File: src/rtl/pad_scanner.sv
// Multi-pad serial controller reader: latches NUM_PADS shift-register pads, clocks out
// NUM_BUTTONS bits from each in parallel and publishes a registered button word with change flags.
module pad_scanner #(
  parameter int NUM_PADS        = 2,
  parameter int NUM_BUTTONS     = 8,
  parameter int CLK_DIV         = 60,
  parameter int SCAN_INTERVAL   = 166667,
  parameter int ACTIVE_LOW_DATA = 1
) (
  input  logic                            SYSCLK,
  input  logic                            SYSRESET,
  input  logic [NUM_PADS-1:0]             data,
  input  logic                            start,
  input  logic                            auto_en,
  output logic                            sample,
  output logic                            poll,
  output logic [NUM_PADS*NUM_BUTTONS-1:0] buttonData,
  output logic [NUM_PADS-1:0]             changed,
  output logic                            ready,
  output logic                            busy
);

  localparam int TICK_W = $clog2(2*CLK_DIV + 1);
  localparam int IDX_W  = $clog2(NUM_BUTTONS + 1);
  localparam int INT_W  = $clog2(SCAN_INTERVAL + 1);
  localparam bit INVERT = (ACTIVE_LOW_DATA != 0);

  typedef enum logic [2:0] {IDLE, LATCH, BIT_LO, BIT_HI, DONE} state_t;

  state_t                            state, nextState;
  logic [TICK_W-1:0]                 tick;
  logic                              tickEnd;
  logic [IDX_W-1:0]                  idx;
  logic [INT_W-1:0]                  interval;
  logic                              pending;
  logic                              trigger;
  logic [NUM_PADS*NUM_BUTTONS-1:0]   shreg;

  // The latch phase lasts two ticks; every other timed state lasts one.
  always_comb begin
    trigger   = start | pending;
    tickEnd   = (state == LATCH) ? (tick == TICK_W'(2*CLK_DIV - 1))
                                 : (tick == TICK_W'(CLK_DIV - 1));
    nextState = state;
    case (state)
      IDLE:    if (trigger) nextState = LATCH;
      LATCH:   if (tickEnd) nextState = BIT_LO;
      BIT_LO:  if (tickEnd) nextState = BIT_HI;
      BIT_HI:  if (tickEnd) nextState = (idx == IDX_W'(NUM_BUTTONS - 1)) ? DONE : BIT_LO;
      DONE:    nextState = IDLE;
      default: nextState = IDLE;
    endcase
  end

  always_ff @(posedge SYSCLK) begin
    if (SYSRESET) begin
      state <= IDLE;
      tick  <= '0;
      idx   <= '0;
      shreg <= '0;
    end else begin
      state <= nextState;
      if (state == IDLE || state == DONE || tickEnd)
        tick <= '0;
      else
        tick <= tick + 1'b1;
      if (state == LATCH)
        idx <= '0;
      else if (state == BIT_HI && tickEnd)
        idx <= idx + 1'b1;
      if (state == BIT_LO && tickEnd)
        for (int p = 0; p < NUM_PADS; p++)
          shreg[p*NUM_BUTTONS + int'(idx)] <= data[p] ^ INVERT;
    end
  end

  // Pad-facing strobes are registered from the state, so they trail it by one cycle.
  always_ff @(posedge SYSCLK) begin
    if (SYSRESET) begin
      sample     <= 1'b0;
      poll       <= 1'b0;
      busy       <= 1'b0;
      ready      <= 1'b0;
      buttonData <= '0;
      changed    <= '0;
    end else begin
      sample <= (state == LATCH);
      poll   <= (state == BIT_HI);
      busy   <= (nextState != IDLE);
      ready  <= (state == DONE);
      if (state == DONE) begin
        buttonData <= shreg;
        for (int p = 0; p < NUM_PADS; p++)
          changed[p] <= (buttonData[p*NUM_BUTTONS +: NUM_BUTTONS] !=
                         shreg[p*NUM_BUTTONS +: NUM_BUTTONS]);
      end
    end
  end

  // A scan start swallows any request pending in the same cycle, even one raised on that edge.
  always_ff @(posedge SYSCLK) begin
    if (SYSRESET || !auto_en) begin
      interval <= '0;
      pending  <= 1'b0;
    end else begin
      if (interval == '0)
        interval <= INT_W'(SCAN_INTERVAL - 1);
      else
        interval <= interval - 1'b1;
      if (state == IDLE && trigger)
        pending <= 1'b0;
      else if (interval == '0)
        pending <= 1'b1;
    end
  end

endmodule

File: config.mk
export PLATFORM = sky130hd
export DESIGN_NAME = pad_scanner
export DESIGN_NICKNAME = d
export VERILOG_FILES = /design/src/rtl/pad_scanner.sv
export SDC_FILE = /design/constraint.sdc
export NUM_CORES = 1
export LEC_CHECK = 0
export BUFFER_PORTS_ARGS = -buffer_cell sky130_fd_sc_hd__buf_2
export CORE_ASPECT_RATIO = 1.25
export CORE_MARGIN = 3
export CORE_UTILIZATION = 45
export CTS_CLUSTER_DIAMETER = 50
export CTS_CLUSTER_SIZE = 28
export DETAILED_ROUTE_END_ITERATION = 7
export GPL_ROUTABILITY_DRIVEN = 0
export SYNTH_ARGS = -nofsm -noshare
export SYNTH_HDL_FRONTEND = slang
export SYNTH_SLANG_ARGS = --single-unit
File: constraint.sdc
create_clock -name SYSCLK -period 5.41 [get_ports SYSCLK]
set_clock_uncertainty 0.2 [all_clocks]
set_input_delay 1.082 -clock SYSCLK [delete_from_list [all_inputs] [get_ports SYSCLK]]
set_output_delay 1.082 -clock SYSCLK [all_outputs]
set_load 0.01 [all_outputs]
==> results.ini <==
[floorplanning]
coreArea_mm2 = 0.00665
die_area_mm2 = 0.00799
start_util_pct = 47.0
io_pins = 28
die_w_um = 80.5
row_count = 33
die-height_um = 99.2

[final_layout]
drive_gt1_share_pct = 13.3
diodes = 0
layout.cells.non_filler = 464
final_area_mm2 = 0.00351
finish.utilization_pct = 52.8
syn_to_final_growth_pct = 12.3
final_nets = 384

[logic_synthesis]
synthesis.nets = 367
synth_top_area_share_pct = 45.5
synth_top_area_cell = dfxtp_1
async_reset_ff_share_pct = 0
synth_fa_ha_area_share_pct = 2.40
synth_top_family_by_area = simple AND/OR/NAND/NOR gates
synth_edf_count = 0
synth.area.top_cells = dfxtp_1 (45%), xor2_1 (5.6%), nand2_1 (5.3%)
syn_inst = 355
ys_seq_area_share_pct = 45.5
synth.distinct_cells = 41
synth_compound_area_share_pct = 11.5
synth_area_mm2 = 0.00313
synth-main-ff-cell = dfxtp_1
synth_xor_xnor_area_share_pct = 9.81
synth-seq-cells = 71
synth.avg_cell_area_um2 = 8.80
synthMuxAreaShare_pct = 2.92
synth-simple-area-share_pct = 23.9
ys.warnings.count = 0

[worst_hold_path]
hold_start = tick[0]$_SDFF_PP0_
hold_depth = 1
hold_end = tick[0]$_SDFF_PP0_
hold_path_class = reg2reg

[sta]
report.final.slew_viol_count = 0
fin_crit_ns = 2.58
timing_hold_violations_final = 0
worstMarginPinSlew_ns = 0.906
fmax_mhz = 388
relSlewSlack_pct = 39.0
rsz0062_at_grt = no
finalSetupTns_ns = 0
finalSetupViolCount = 0
fin_crit_sh_pct = 47.6

[clock_network]
clk_latency_ns = 0.33
numClockSinks = 71
cts_setup_buffers = 0
root_buffer = clkbuf_8
cts_buffers = 9
clkTransAtPathRegs_ns = 0.07
cts_resized = 0
htreeDepth = 3
clockBufferDepth = 2
cts_tree = yes
cts_hold_buf = 0

[setup_path]
r2r-end = interval[5]$_SDFF_PP0_
r2r_slack_ns = 2.83
endpoint_kind = flop
worstPathArrival_ns = 2.57
cp_max_fo = 10
crit_slowest_cell = o31ai_2
cp_data_required_time_ns = 5.41
reg2regPathDepth = 6
crit_chain = inv_1, ha_1, or4b_1, or2_4, o31ai_2, nor2_1
critPathMaxStageDelay_ns = 0.63
worstSetupStartpointType = flop
worstReg2RegStart = interval[0]$_SDFF_PP0_
crit_type = reg2reg

[run_status]
status = complete, no violations

[global_route]
antenna_found_initial = 0
grt_use_total_pct = 16.7
grt_pass1_wl_mm = 10.5
grt_max_degree = 46
grt-ovfl-total = 0
grt_pass1_vias = 2270

[power_and_ir_drop]
leakagePower_nw = 1.44
p_per_area_mw_per_mm2 = 451
ir_worst_vdd_v = 0.000425

[drt]
ant_nets = 0
vias = 2457
dr.pass1.iters = 4
finalWirelength_mm = 6.15
wl_per_cell_um = 13.3
via_per_inst = 5.30
first_iter_violations = 91
drc = 0

[placed_design]
port_buffers = 27
hpwl_mm = 4.27
dp_cells = 448
post_dp_cell_area_mm2 = 0.00329

[flow_run]
max_cap_violations = 0

[placed cells by master, fill, tap and decap left out, types with 2 or more instances in the layout]
cell and instances:
dfxtp_1 71, nand2_1 44, nor2_1 32, a21oi_1 28, buf_2 27, xor2_1 20, nor4_1 16, xnor2_1 15
nand2b_1 13, inv_1 11, a311oi_1 10, clkbuf_8 10, nand3_1 8, mux2i_1 8, a31oi_1 6, ha_1 6
nor3_1 5, or4_1 4, or3_1 4, or2_2 3, o31ai_1 3, and3_1 3, nor2b_1 3, and2_1 2
nor3b_1 2, a21o_1 2, a211o_1 2, bufinv_16 2
[worst max-delay path by stage]
| stage | to | cells past startpoint | start |
|---|---|---|---|
| floorplan | pending$_SDFFE_PP0P_ | 8 | interval[0]$_SDFF_PP0_ |
| global placement | interval[2]$_SDFF_PP0_ | 5 | SYSRESET |
| detailed placement | interval[5]$_SDFF_PP0_ | 5 | SYSRESET |
| CTS | interval[5]$_SDFF_PP0_ | 6 | interval[0]$_SDFF_PP0_ |
| global route | interval[14]$_SDFF_PP0_ | 6 | interval[0]$_SDFF_PP0_ |
| finish | interval[5]$_SDFF_PP0_ | 6 | interval[0]$_SDFF_PP0_ |
[critical path, delay by kind of cell, from the launching register on]
kind | cells | cell delay [ns]
simple gates | 3 | 1.02
compound gates | 1 | 0.63
flops | 1 | 0.34
fa+ha+maj | 1 | 0.19
buf+inv | 1 | 0.07
[metrics by stage]
stage	setup slack, ns	total power (W)	hold WS, ns
floorplan	3.06	0.00107	0.213
global placement	2.57	0.00112	0.229
detailed placement	2.55	0.00113	0.237
CTS	2.82	0.00161	0.248
global route	2.66	0.00170	0.283
finish	2.83	0.00158	0.242
[cells by family (layout without fill, tap and decap cells)]
group | Yosys count | after routing
AND/OR/NAND/NOR | 147 | 147
XOR/XNOR | 35 | 35
buffers and inverters | 32 | 54
flip-flops | 71 | 71
adder cells (fa/ha/maj) | 6 | 6
AO/OA/AOI/OAI | 55 | 55
multiplexers | 9 | 9
[power by group]
part,switching (W),internal (W),leakage [nW]
logic,0.000260,0.000213,0.760
registers,0.0000606,0.000585,0.575
clock network,0.000193,0.000272,0.110
[cell type report]
class | instances | area (um2)
clock inverters | 5 | 81.3
clock buffers | 11 | 141
multi-input cells | 252 | 1580
inverters | 11 | 41.3
flip-flops and latches | 71 | 1420
repair buffers | 27 | 135
well taps | 87 | 109
fillers | 674 | 3140
[Yosys cell counts (5+ instances only)]
master,n
nand2b_1,13
nor4_1,16
a21oi_1,28
ha_1,6
nand3_1,8
nand2_1,44
inv_1,11
a311oi_1,10
mux2i_1,8
xnor2_1,15
nor2_1,32
xor2_1,20
dfxtp_1,71
a31oi_1,6
nor3_1,5
clkbuf_1,17
[registers in the layout, indices dropped and copies added, names as in the netlist]
| register | count |
|---|---|
| pending | 1 |
| interval | 18 |
| busy | 1 |
| buttonData | 16 |
| tick | 7 |
| changed | 2 |
| poll | 1 |
| state | 3 |
| sample | 1 |
| ready | 1 |
| shreg | 16 |
| idx | 4 |
[per-layer routing]
metal | share of wire (%) | GRT usage (%) | wire length, um | vias up
li1 | - | - | - | 1267
met1 | 47 | 22.1 | 2920 | 1143
met2 | 48 | 26.7 | 2940 | 38
met3 | 3.3 | 3.80 | 204 | 9
met4 | 1.5 | 6.24 | 91 | 0
met5 | 0 | 0 | 0 | -
(Power assumes the default switching activity.)
